===== config.mk =====
export PLATFORM = sky130hd
export DESIGN_NAME = serial_subtractor
export DESIGN_NICKNAME = d
export VERILOG_FILES = /design/src/rtl/serial_subtractor.sv
export SDC_FILE = /design/constraint.sdc
export NUM_CORES = 1
export LEC_CHECK = 0
export ABC_AREA = 1
export ABC_CLOCK_PERIOD_IN_PS = 1900
export CORE_MARGIN = 3
export CORE_UTILIZATION = 35
export DETAILED_ROUTE_END_ITERATION = 7
export GPL_TIMING_DRIVEN = 0
export PLACE_DENSITY = 0.66
export RECOVER_POWER = 100
export SYNTH_ARGS = -nofsm -noshare
export SYNTH_HDL_FRONTEND = slang
export SYNTH_SLANG_ARGS = --single-unit

===== constraint.sdc =====
create_clock -name clk -period 1.9 [get_ports clk]
set_input_delay 0.38 -clock clk [delete_from_list [all_inputs] [get_ports clk]]
set_output_delay 0.38 -clock clk [all_outputs]
set_load 0.02 [all_outputs]

===== src/rtl/serial_subtractor.sv =====
// Bit-serial subtractor: computes a - b one bit per clock, LSB first, using a
// single full-subtractor cell and a registered borrow. start/done handshake.
//
//   state | meaning
//   IDLE  | waiting for start; result registers hold the last completion
//   RUN   | shifting operands through the full-subtractor, one bit per edge
module serial_subtractor #(
  parameter int WIDTH = 8
) (
  input  logic             clk,
  input  logic             rst_n,
  input  logic             start,
  input  logic [WIDTH-1:0] a,
  input  logic [WIDTH-1:0] b,
  output logic             busy,
  output logic             done,
  output logic [WIDTH-1:0] diff,
  output logic             borrow_out,
  output logic             ovf
);

  localparam int CW = (WIDTH < 2) ? 1 : $clog2(WIDTH + 1);

  typedef enum logic {IDLE, RUN} state_t;

  state_t           state, state_nxt;
  logic [WIDTH-1:0] a_sh, b_sh, r_sh, r_nxt;
  logic [CW-1:0]    cnt;
  logic             br, br_nxt, d, x, y;
  logic             last, load;
  logic             a_msb, b_msb;

  always_ff @(posedge clk or negedge rst_n) begin
    if (!rst_n) state <= IDLE;
    else        state <= state_nxt;
  end

  always_comb begin
    state_nxt = state;
    load      = 1'b0;
    x         = a_sh[0];
    y         = b_sh[0];
    d         = x ^ y ^ br;
    br_nxt    = (~x & y) | (~(x ^ y) & br);
    // Concatenate-then-shift keeps this valid for WIDTH = 1 as well.
    r_nxt     = WIDTH'({d, r_sh} >> 1);
    last      = (cnt == CW'(WIDTH - 1));
    case (state)
      IDLE: begin
        if (start) begin
          load      = 1'b1;
          state_nxt = RUN;
        end
      end
      RUN: begin
        if (last) state_nxt = IDLE;
      end
      default: state_nxt = IDLE;
    endcase
  end

  assign busy = (state == RUN);

  always_ff @(posedge clk or negedge rst_n) begin
    if (!rst_n) begin
      a_sh       <= '0;
      b_sh       <= '0;
      r_sh       <= '0;
      cnt        <= '0;
      br         <= 1'b0;
      a_msb      <= 1'b0;
      b_msb      <= 1'b0;
      diff       <= '0;
      borrow_out <= 1'b0;
      ovf        <= 1'b0;
      done       <= 1'b0;
    end else begin
      done <= 1'b0;
      if (load) begin
        a_sh  <= a;
        b_sh  <= b;
        r_sh  <= '0;
        cnt   <= '0;
        br    <= 1'b0;
        a_msb <= a[WIDTH-1];
        b_msb <= b[WIDTH-1];
      end else if (state == RUN) begin
        a_sh <= a_sh >> 1;
        b_sh <= b_sh >> 1;
        r_sh <= r_nxt;
        br   <= br_nxt;
        cnt  <= cnt + CW'(1);
        if (last) begin
          diff       <= r_nxt;
          borrow_out <= br_nxt;
          ovf        <= (a_msb != b_msb) && (r_nxt[WIDTH-1] != a_msb);
          done       <= 1'b1;
        end
      end
    end
  end

endmodule


==> run metrics, run 1 <==
total of hold buffers inserted after clock tree synthesis=0; synthesized area per cell=9.49 um2; clock latency on the worst-skew pair=~300 ps; met1 wire length=about 1500 um; count of TritonRoute iterations in the first routing pass=5; final std cell area, no fill=roughly 2200 um2; detailed-route vias per instance=between 4 and 5; TritonCTS Buffers=5; maximum single-stage delay on the critical path=between 600 and 700 ps; DRC errors left=0; number of slew-limit violations in the final report=0; Top Metal Used=met4; CP max stage cell=dlygate4sd3_1; achievable frequency=between 500 and 600 MHz; Cell Area, Placed=2160 um2; antenna violations before repair=0; EDFF count, synth=0; final HPWL from detailed placement=between 2000 and 2500 um; routed length on met3=~230 um; number of port buffers=30; via count of the first global-routing pass=1201; most numerous cell types in the synthesized netlist=nand2_1 (67), dfrtp_1 (42), inv_1 (17), nand3_1 (15), o21ai_2 (9); CTS resizes=0; Met2 Wirelength=1460 um; post-CTS repair timing setup buffer count=0; post-layout min period=approximately 1800 ps; most common cell in the netlist=nand2_1; cell types occupying the most area after synthesis=dfrtp_1 (60%), nand2_1 (14%), o21ai_2 (4.5%), nand3_1 (4.3%), inv_1 (3.6%); most instantiated flip-flop cell in the synthesis netlist=dfrtp_1; GRT overflow=0; layout-stage area growth over the synthesis result=24.5%; flops & latches, synth=42; Layout Cells excl Fill=291; RSZ-0062 raised after global routing=false; global-route wire length before repair=5590 um; count of cells along the worst register-to-register path=4; H-tree Lvls=2; TritonCTS clock tree=done; cell count after placement=about 280; critical setup path kind=reg -> out; post-route ant nets=0; Root Buffer Master=clkbuf_8; Post-Synthesis Net Count=~210; top-level port count=31; Bufs and invs on worst path=1; count of maximum capacitance violations=0; proportion of synthesized flip-flops having asynchronous set or reset=100%; post-route fraction of the period consumed by the critical path=between 90% and 100%; overall die area=~5900 um2; CTS Sinks=42; Pleak=between 1 and 1.5 nW; Total Routing Usage GR=about an eighth; WL/cell=around 11 um; initial cell density of the core=between 30% and 40%; # nets final=between 200 and 250; synthesized cell area=roughly 1800 um2; maximum fanout count along the critical path=4; Horiz. Die Dim=roughly 77 um; Detailed Route Iter0 Violations=74; Cell Rows=25; Syn Inst Count=roughly 190; family of cells with the greatest summed delay on the critical path=buffers and inverters; most area-hungry cell type in the Yosys netlist=dfrtp_1; Tot Pwr=0.00332 W; final core area utilization=around 46%; clock-pin slew of the registers on the worst-case setup and hold paths=about 80 ps; number of warnings printed during yosys synthesis=0; share of cells above drive strength 1=under 10%; Slew HR=between 20 and 30%; routed vias=around 1300; crit path launch type=register; required time reported for the critical path endpoint=between 1500 and 2000 ps; Cell variety after synth=20; area share of the largest cell type after synthesis=~60%; number of gates on the worst path with buffers counted=1; clk buf depth=2; areal power density over the cells=roughly 1500 nW/um2; highest ir drop seen on vdd=roughly 0.59 mV; result of the run=complete, no violations; Tightest Hold Check Type=in -> async; crit end category=primary output; actual transition at the worst max-transition pin=roughly 1100 ps; Final setup violation count=0; share of the yosys chip area belonging to registers=about 60%; final weighted congestion in routability-driven placement=a little over 0.7; Worst EP arrival=roughly 1400 ps; Max Clock Skew=just over 6 ps; cell-by-cell trace of the critical path=dlygate4sd3_1; maximum number of pins on one net before global-route repair=23; number of hold violations in the final report=0; die height=between 70 and 80 um; sum of negative setup slack=0 ps; drt total wl=around 3300 um; ANT cells=0; total core area=approximately 4800 um2
-- cell type report --
class / instances / area (um2)
clock inverter: 2 / 12.5
multi-input combinational: 119 / 562
inverter: 18 / 67.6
timing repair buffer: 31 / 299
fill: 482 / 2600
tap: 67 / 83.8
sequential: 42 / 1050
buffer: 6 / 27.5
clock buffer: 6 / 82.6
-- flip-flops by register name (all words and copies together) (netlist names) --
signal	cells
ovf	1
b_msb	1
a_msb	1
cnt	4
diff	8
r_sh	7
borrow_out	1
busy	1
b_sh	8
br	1
a_sh	8
done	1
-- cell families after synthesis --
kind of cell | after synthesis | share of synthesized area, %
buffers and inverters | 24 | 6.34
AO/OA/AOI/OAI | 25 | 9.77
flip-flops | 42 | 59.9
adder cells (fa/ha/maj) | 2 | 1.85
AND/OR/NAND/NOR | 92 | 22.2
-- per-stage QoR --
| stage | setup slack, ps | hold slack (ps) |
|---|---|---|
| floorplan | 596 | 84.4 |
| global placement | -604 | 465 |
| detailed placement | 211 | 390 |
| CTS | 144 | 58.3 |
| global route | 53.0 | 333 |
| finish | 132 | 249 |
-- cells in the final DEF, fill, tap and decap left out, drive strengths merged --
master	synthesis	layout
buf	6	2
nor2	8	8
nand3	15	15
clkinv	0	1
a21oi	1	1
dlygate4sd3	0	12
clkinvlp	0	1
inv	18	18
o21ai	15	15
o211ai	1	1
ha	1	1
clkdlybuf4s50	0	17
o22ai	8	8
fa	1	1
clkbuf	0	12
nor3	1	1
dfrtp	42	42
nand2	68	68
-- power by group --
part | internal (W) | leakage (nW) | switching (W)
logic | 0.000511 | 0.484 | 0.000771
clock network | 0.000292 | 0.0472 | 0.000311
registers | 0.00126 | 0.541 | 0.000178
-- metal layers --
metal / global-route usage [%] / vias up
met5: 0 / -
met4: 4.53 / 0
met3: 5.16 / 6
met2: 18.4 / 41
met1: 15.3 / 593
li1: - / 663
-- worst paths after layout --
| check | start | end | slack (ps) |
|---|---|---|---|
| max | busy$_DFF_PN0_ | busy | 130 |
| min | rst_n | diff[4]$_DFFE_PN0P_ | 250 |
| max reg2reg | busy$_DFF_PN0_ | a_sh[3]$_DFFE_PN0P_ | 320 |
| min reg2reg | diff[0]$_DFFE_PN0P_ | diff[0]$_DFFE_PN0P_ | 480 |
| max in group asynchronous | rst_n | b_sh[6]$_DFFE_PN0P_ | 540 |
| min in group clk | diff[0]$_DFFE_PN0P_ | diff[0]$_DFFE_PN0P_ | 480 |
No activity file was read; power rests on OpenSTA's default activity.
==> run 2: changes to the inputs <==
- CORE_ASPECT_RATIO: default -> 1.2
==> run 2 against run 1 <==
  * Register-to-register slack worse by 20 ps
  * Final area is 1.1% lower
  * Critical path depth unchanged
  * Utilization is essentially flat
  * Clock power is 3% lower
  * Largest power group unchanged
  * First-iteration DRC count grew 28%
  * Final cell count is 3.1% lower
  * Sequential power is essentially flat
  * Clock skew rose by 0.89 ps
  * Highest routed layer unchanged
  * Die area about the same
  * Critical path type unchanged
==> run metrics, run 2 (synthesized netlist as in run 1, its figures left out) <==
Global Route met1 Usage=between 10% and 20%; number of slew-limit violations in the final report=0; maximum fanout count along the critical path=4; routed vias=1316; post-CTS repair timing setup buffer count=0; global-route wire length before repair=between 5000 and 6000 um; via count of the first global-routing pass=around 1300; result of the run=complete, no violations; number of port buffers=30; clk buf depth=2; Cell Rows=27; number of hold violations in the final report=0; leading cell type in the layout, fill and taps excluded=nand2_1; Horiz. Die Dim=70.7 um; post-layout min period=1750 ps; cell-by-cell trace of the critical path=dlygate4sd3_1; drt total wl=between 3000 and 4000 um; post-route fraction of the period consumed by the critical path=between 90% and 100%; CTS resizes=0; critical setup path kind=reg -> out; DRC errors left=0; top flop regs=a_sh (8), b_sh (8), diff (8); TritonCTS clock tree=done; busiest metal layer after global routing=met2; share of cells above drive strength 1=approximately 7.6%; actual transition at the worst max-transition pin=~1100 ps; Worst EP arrival=between 1000 and 1500 ps; achievable frequency=roughly 570 MHz; Max Clock Skew=approximately 6.9 ps; top-level port count=31; maximum number of pins on one net before global-route repair=24; total of hold buffers inserted after clock tree synthesis=0; required time reported for the critical path endpoint=~1500 ps; initial cell density of the core=a little under two fifths; register-to-register path setup slack=~300 ps; ANT cells=0; TritonCTS Buffers=5; crit end category=primary output; Root Buffer Master=clkbuf_8; highest ir drop seen on vdd=0.527 mV; Layout Cells excl Fill=282; final std cell area, no fill=2160 um2; clock latency on the worst-skew pair=approximately 290 ps; WL/cell=about 12 um; top library cells by usage in the layout, fill and taps aside=nand2_1 (68), dfrtp_1 (42), inv_1 (17); worst slack after detailed placement=217 ps; Cell Area, Placed=2150 um2; H-tree Lvls=2; Bufs and invs on worst path=1; maximum single-stage delay on the critical path=690 ps; RSZ-0062 raised after global routing=false; Tightest Hold Check Type=in -> async; die height=83.6 um; layout-stage area growth over the synthesis result=23.1%; Final setup violation count=0; post-route ant nets=0; Detailed Route Iter0 Violations=95; Fillers=approximately 500; cell count after placement=around 270; total core area=approximately 4700 um2; family of cells with the greatest summed delay on the critical path=buffers and inverters; GRT overflow=0; Total Routing Usage GR=12.3%; Tot Pwr=about 0.0033 W; Slew HR=slightly below 30%; final worst slack=around 150 ps; clock-pin slew of the registers on the worst-case setup and hold paths=roughly 80 ps; met2 usage=20.5%; # nets final=approximately 240; areal power density over the cells=1520 nW/um2; CP max stage cell=dlygate4sd3_1; antenna violations before repair=0; global routing usage on met3=under 10%; detailed-route vias per instance=roughly 4.7; final HPWL from detailed placement=approximately 2400 um; CTS Sinks=42; crit path launch type=register; count of maximum capacitance violations=0; overall die area=approximately 5900 um2; final weighted congestion in routability-driven placement=around 0.75; count of TritonRoute iterations in the first routing pass=4; Pleak=about 1.1 nW
[run 2: changes by cell type in the layout (fill, tap and decap cells not counted)]
cell and delta:
buf_4 +2, clkbuf_2 -1, clkdlybuf4s50_1 -1, clkinvlp_4 -1, dlygate4sd3_1 +1, nor2_1 +1, nor2_8 -1
[run 2: worst paths after layout]
path,from,endpoint,depth (start not counted)
setup / recovery,busy$_DFF_PN0_,busy,1
max in group asynchronous,rst_n,cnt[3]$_DFFE_PN0P_,2
hold / removal,rst_n,diff[5]$_DFFE_PN0P_,1
min in group clk,diff[2]$_DFFE_PN0P_,diff[2]$_DFFE_PN0P_,2
setup reg to reg,busy$_DFF_PN0_,b_sh[4]$_DFFE_PN0P_,5
hold reg to reg,diff[2]$_DFFE_PN0P_,diff[2]$_DFFE_PN0P_,2
[run 2: through the flow]
step	hold slack, ps	utilization [%]	setup TNS, ps
6_report	252	45.7	0
5_1_grt	336	45.7	0
4_1_cts	47.5	47.4	0
3_5_place_dp	371	45.5	0
3_3_place_gp	464	45.0	-25500
2_1_floorplan	84.4	-	0
[run 2: final cells by class]
cell class              count  area, um2  share of cell area [%]
repair buffers             31        299                    13.8
clock buffers               7       86.3                    4.00
plain buffers               6       33.8                    1.56
multi-input cells         119        546                    25.2
inverters                  18       67.6                    3.13
well taps                  58       72.6                    3.36
clock inverters             1       5.00                   0.232
flip-flops and latches     42       1050                    48.6
[run 2: report_power, final]
part	switching, W	internal [W]
clock network	0.000291	0.000293
registers	0.000175	0.00126
logic	0.000763	0.000511
[run 2: metal layers]
| layer | up-vias | share of wire, % |
|---|---|---|
| met1 | 613 | 46 |
| met5 | - | 0 |
| met2 | 31 | 47 |
| met3 | 8 | 5.1 |
| li1 | 664 | - |
| met4 | 0 | 1.5 |
